`src/rtl/muldiv_unit.sv`:
```
// Iterative RV32M/RV64M multiply/divide unit: shift-add multiply, restoring divide,
// one bit per cycle, with a single-cycle result pulse.
module muldiv_unit #(
  parameter int unsigned XLEN      = 32,
  parameter bit          EARLY_OUT = 1'b1
) (
  input  logic            i_clk,
  input  logic            i_rst,
  input  logic            i_valid,
  output logic            o_ready,
  input  logic [2:0]      i_op,
  input  logic [XLEN-1:0] i_a,
  input  logic [XLEN-1:0] i_b,
  input  logic            i_flush,
  output logic            o_valid,
  output logic [XLEN-1:0] o_result
);

  localparam int unsigned CntW = $clog2(XLEN);

  typedef enum logic [1:0] {StIdle, StCalc, StFix, StDone} state_e;

  state_e            state_q, state_d;
  logic [CntW-1:0]   cnt_q, cnt_d;
  logic [2:0]        op_q, op_d;
  logic              neg_a_q, neg_a_d, neg_b_q, neg_b_d;
  logic              div_zero_q, div_zero_d;
  logic [XLEN-1:0]   a_mag_q, a_mag_d, b_mag_q, b_mag_d;
  logic [2*XLEN-1:0] prod_q, prod_d;
  logic [XLEN-1:0]   rem_q, rem_d, quo_q, quo_d;
  logic [XLEN-1:0]   res_q, res_d, out_q, out_d;

  // Operand decode at acceptance
  logic            signed_a, signed_b, in_neg_a, in_neg_b, in_is_div;
  logic            in_b_zero, in_ovf, early_req;
  logic [XLEN-1:0] in_a_mag, in_b_mag, early_res;
  localparam logic [XLEN-1:0] MinInt = {1'b1, {(XLEN-1){1'b0}}};

  assign signed_a  = (i_op == 3'd1) || (i_op == 3'd2) || (i_op[2] && !i_op[0]);
  assign signed_b  = (i_op == 3'd1) || (i_op[2] && !i_op[0]);
  assign in_neg_a  = signed_a && i_a[XLEN-1];
  assign in_neg_b  = signed_b && i_b[XLEN-1];
  assign in_a_mag  = in_neg_a ? -i_a : i_a;
  assign in_b_mag  = in_neg_b ? -i_b : i_b;
  assign in_is_div = i_op[2];
  assign in_b_zero = (i_b == '0);
  assign in_ovf    = !i_op[0] && (i_a == MinInt) && (i_b == '1);
  assign early_req = in_is_div && (in_b_zero || in_ovf);
  // REM/REMU select on op[1]: b==0 gives {a, all ones}, overflow gives {0, a}
  assign early_res = in_b_zero ? (i_op[1] ? i_a : '1) : (i_op[1] ? '0 : i_a);

  // Iteration datapaths
  logic [XLEN:0]     mul_sum, div_trial;
  logic [2*XLEN-1:0] prod_fix;
  logic [XLEN-1:0]   quo_fix, rem_fix, fix_res;

  assign mul_sum   = {1'b0, prod_q[2*XLEN-1:XLEN]} + {1'b0, a_mag_q};
  // Partial remainder with borrow bit; MSB set means the trial subtract failed
  assign div_trial = {rem_q, quo_q[XLEN-1]} - {1'b0, b_mag_q};

  assign prod_fix = (neg_a_q ^ neg_b_q) ? -prod_q : prod_q;
  assign quo_fix  = div_zero_q ? '1 : ((neg_a_q ^ neg_b_q) ? -quo_q : quo_q);
  assign rem_fix  = neg_a_q ? -rem_q : rem_q;
  assign fix_res  = op_q[2] ? (op_q[1] ? rem_fix : quo_fix)
                            : ((op_q[1:0] == 2'd0) ? prod_fix[XLEN-1:0]
                                                   : prod_fix[2*XLEN-1:XLEN]);

  always_comb begin
    state_d    = state_q;
    cnt_d      = cnt_q;
    op_d       = op_q;
    neg_a_d    = neg_a_q;
    neg_b_d    = neg_b_q;
    div_zero_d = div_zero_q;
    a_mag_d    = a_mag_q;
    b_mag_d    = b_mag_q;
    prod_d     = prod_q;
    rem_d      = rem_q;
    quo_d      = quo_q;
    res_d      = res_q;
    out_d      = out_q;

    unique case (state_q)
      StIdle: begin
        if (i_valid && !i_flush) begin
          op_d       = i_op;
          neg_a_d    = in_neg_a;
          neg_b_d    = in_neg_b;
          div_zero_d = in_is_div && in_b_zero;
          a_mag_d    = in_a_mag;
          b_mag_d    = in_b_mag;
          prod_d     = {{XLEN{1'b0}}, in_b_mag};
          rem_d      = '0;
          quo_d      = in_a_mag;
          cnt_d      = '0;
          if (EARLY_OUT && early_req) begin
            res_d   = early_res;
            state_d = StDone;
          end else begin
            state_d = StCalc;
          end
        end
      end
      StCalc: begin
        if (i_flush) begin
          state_d = StIdle;
        end else begin
          prod_d = prod_q[0] ? {mul_sum, prod_q[XLEN-1:1]}
                             : {1'b0, prod_q[2*XLEN-1:1]};
          if (div_trial[XLEN]) begin
            rem_d = {rem_q[XLEN-2:0], quo_q[XLEN-1]};
            quo_d = {quo_q[XLEN-2:0], 1'b0};
          end else begin
            rem_d = div_trial[XLEN-1:0];
            quo_d = {quo_q[XLEN-2:0], 1'b1};
          end
          cnt_d = cnt_q + 1'b1;
          if (cnt_q == CntW'(XLEN - 1)) state_d = StFix;
        end
      end
      StFix: begin
        if (i_flush) begin
          state_d = StIdle;
        end else begin
          res_d   = fix_res;
          state_d = StDone;
        end
      end
      StDone: begin
        state_d = StIdle;
        if (!i_flush) out_d = res_q;
      end
    endcase
  end

  always_ff @(posedge i_clk) begin
    if (i_rst) begin
      state_q    <= StIdle;
      cnt_q      <= '0;
      op_q       <= '0;
      neg_a_q    <= 1'b0;
      neg_b_q    <= 1'b0;
      div_zero_q <= 1'b0;
      a_mag_q    <= '0;
      b_mag_q    <= '0;
      prod_q     <= '0;
      rem_q      <= '0;
      quo_q      <= '0;
      res_q      <= '0;
      out_q      <= '0;
    end else begin
      state_q    <= state_d;
      cnt_q      <= cnt_d;
      op_q       <= op_d;
      neg_a_q    <= neg_a_d;
      neg_b_q    <= neg_b_d;
      div_zero_q <= div_zero_d;
      a_mag_q    <= a_mag_d;
      b_mag_q    <= b_mag_d;
      prod_q     <= prod_d;
      rem_q      <= rem_d;
      quo_q      <= quo_d;
      res_q      <= res_d;
      out_q      <= out_d;
    end
  end

  assign o_ready  = (state_q == StIdle);
  assign o_valid  = (state_q == StDone) && !i_flush;
  // out_q holds the last delivered result so a flushed DONE leaves it untouched
  assign o_result = o_valid ? res_q : out_q;

endmodule
```
`config.mk`:
```
export PLATFORM = sky130hd
export DESIGN_NAME = muldiv_unit
export DESIGN_NICKNAME = d
export VERILOG_FILES = /design/src/rtl/muldiv_unit.sv
export SDC_FILE = /design/constraint.sdc
export NUM_CORES = 1
export LEC_CHECK = 0
export BUFFER_PORTS_ARGS = -buffer_cell sky130_fd_sc_hd__buf_4
export CORE_MARGIN = 8
export CORE_UTILIZATION = 30
export CTS_CLUSTER_SIZE = 30
export DETAILED_ROUTE_END_ITERATION = 6
export GPL_TIMING_DRIVEN = 0
export HOLD_SLACK_MARGIN = 0.15
export PLACE_DENSITY = 0.48
export SKIP_CTS_REPAIR_TIMING = 1
export SYNTH_ARGS = -nofsm -noshare
export SYNTH_HDL_FRONTEND = slang
export SYNTH_SLANG_ARGS = --single-unit
```
`constraint.sdc`:
```
create_clock -name i_clk -period 4.15 [get_ports i_clk]
set_input_delay 0.83 -clock i_clk [delete_from_list [all_inputs] [get_ports i_clk]]
set_output_delay 0.83 -clock i_clk [all_outputs]
set_load 0.01 [all_outputs]
```
==> reports/qor.yml <==
floorplanning:
  fp.dieArea_sq_mm: 0.0711
  core_sq_mm: 0.0626
  start_util_pct: 30.1
  row_count: 92
  fp.dieH_um: 267
  ioPinCount: 105
  die_w_um: 267
hold_path:
  hold_path_depth: 2
  hold_start: "res_q[5]"
  holdPathEnd: "res_q[5]"
  hp-class: "reg -> reg"
power:
  vdd_ir_drop_max_v: 0.000319
  p_sw_mw: 2.27
  p_per_area_mw_per_mm2: 321
  swShare_pct: 32.4
  p_total_mw: 7.00
  p_seq_share_pct: 39.8
  combPwrFrac_pct: 21.8
  p_clk_share_pct: 38.4
  p_leak_nw: 8.17
  p_int_mw: 4.73
worst_setup_path:
  worstPathArrival_ps: 4570
  cp_num_buf_inv: 2
  path_cells: "buf_4, or4_4, or4_1, or4_1, o32ai_1, a31oi_1, nand2b_4, buf_2, nor4_1, nor3_1"
  cp_top_family: "simple AND/OR/NAND/NOR gates"
  slowest_stage: "nor4_1"
  critPathMaxStageDelay_ps: 750
  worstSetupPathType: "in -> reg"
  cp_num_cells: 10
  required_ps: 4590
  startpoint_type: "primary input"
  r2r_cells: 10
  r2r_end: "rem_q[2]"
  path_common_cell: "or4_1"
  reg2reg_setup_slack_ps: 150
  r2r-start: "state_q[1]"
  path_max_fanout: 10
  endpoint_kind: "flop"
timing:
  final_max_slew_viol_count: 0
  tightest_slew_ps: 1130
  rsz0062_at_grt: "no"
  post-route-period-util_pct: 99.6
  max_freq_ghz: 0.242
  holdWs_ps: 454
  finalHoldViolations: 0
  relSlewSlack_pct: 22.5
  setup_viol: 0
  period_needed_ps: 4130
  fin_skew_ps: 17.8
synthesis:
  netlist-cell-type-count: 80
  synth-seq-area-share_pct: 28.6
  synth_top_cell_area_share_pct: 28.6
  synthCells: 2480
  yosys_register_bits: 269
  ys_async_sr_fraction_pct: 0
  yosys.area.top_type: "dfxtp_1"
  ys_warn_count: 0
  syn_area_sq_mm: 0.0189
  synth_ff_type: "dfxtp_1"
  synth_edf_count: 0
  syn_area_per_cell_sq_um: 7.60
  yosys-top-cells-area: "dfxtp_1 29%, a21oi_1 6.7%, nand2_1 6.4%"
  syn_nets: 2625
clocking:
  htree_levels: 1
  cts_sinks: 269
  numCtsBuffers: 31
  clkTransAtPathRegs_ps: 60
  cts_tree: "yes"
  clk_latency_ps: 600
  root_buffer: "clkbuf_16"
  clock_path_buffers: 3
layout:
  final_cell_mix: "320 x nand2_1, 269 x dfxtp_1, 252 x a21oi_1"
  nets: 2771
  drive_gt1_share_pct: 9.45
  final_common_cell: "nand2_1"
  fin_cells: 3492
  syn_to_final_growth_pct: 15.9
drt:
  antenna_left: 0
  first_pass_iters: 6
  vias: 20100
  wl_per_cell_um: 26.6
  drt_iter0_drc: 1825
  via_per_inst: 5.74
  drc: 0
  wl_mm: 92.9
run:
  drv_cap: 0
global_route:
  grt_use_total_pct: 25.0
  grt_pass1_vias: 19200
  grt_max_degree: 16
  antenna_found_initial: 3
  grt-ovfl-total: 0
  grt_pass1_wl_mm: 133
run_status:
  outcome: "completed"
place:
  place_congestion: 1.05
  port_buffers: 101
  dp_hpwl_mm: 75.1
  placed_cells: 3429
-- power groups by stage --
stage          registers (mW)  logic [mW]  clock network (mW)
2_1_floorplan            2.80       0.915                   0
3_3_place_gp             2.83        1.47                   0
3_5_place_dp             2.84        1.47                   0
4_1_cts                  2.78        1.48                2.74
5_1_grt                  2.79        1.62                2.87
6_report                 2.78        1.53                2.69
-- final cells by class --
class,instances,area (sq um)
buffer,168,646
clock inverter,13,121
multi-input combinational,1971,12700
clock buffer,39,846
sequential,269,5390
antenna,1,2.50
inverter,72,274
tap,846,1060
fill,6744,40800
timing repair buffer,113,863
-- cell usage after synthesis, types with 32 or more instances --
master,n
a21oi_1,253
a31oi_1,32
clkbuf_1,151
dfxtp_1,269
ha_1,72
inv_1,70
mux2i_1,40
nand2_1,320
nand3_1,32
nor2_1,187
nor2b_1,44
nor3_1,77
o21ai_0,145
o221a_2,40
xnor2_1,127
xor2_1,90
-- worst min-delay path, cell delays in order, from the launching register on --
cell,delay (ps)
dfxtp_1,310
nand2_1,50
a21oi_1,50
-- per-stage QoR --
step	worst slack, ps	cell area, sq um	util, %	TNS (ps)
floorplan	690	18900	-	0
global placement	-1530	20700	33.0	-52560
detailed placement	-1350	20700	33.1	-32070
CTS	-725	21700	34.6	-13820
global route	41.2	21800	34.9	0
finish	16.3	21800	34.9	0
-- worst max path at each step --
stage | startpoint | endpoint | slack (ps)
after floorplan | i_a[26] | res_q[17] | 690
after global placement | i_a[0] | res_q[2] | -1530
after detailed placement | i_a[0] | res_q[12] | -1350
after CTS | i_a[0] | res_q[12] | -730
after global routing | state_q[1] | rem_q[11] | 40
final | i_a[26] | res_q[7] | 20
-- sequential cells by signal, summed over array words and instances, names as in the netlist, 3 cells and up --
register  count
op_q          3
a_mag_q      32
prod_q       64
out_q        32
cnt_q         5
quo_q        32
res_q        32
rem_q        32
b_mag_q      32
-- layer usage --
layer  global-route usage (%)  vias to the layer above  wire length [um]
met3                     3.93                      165              5900
met5                        0                        -                13
met4                     9.01                        2              3640
li1                         -                     9336                 -
met2                     42.5                      738             43700
met1                     31.9                     9819             39700
-- cells by family after synthesis --
family | after synthesis | share of synthesized area (%)
adders and majority gates | 97 | 6.21
muxes | 40 | 2.12
AOI/OAI and AO/OA | 790 | 27.6
and+or+nand+nor | 827 | 20.6
DFF | 269 | 28.6
buffers and inverters | 240 | 4.81
xor gates and xnor gates | 217 | 10.1
Power figures use the tool's default switching activity.
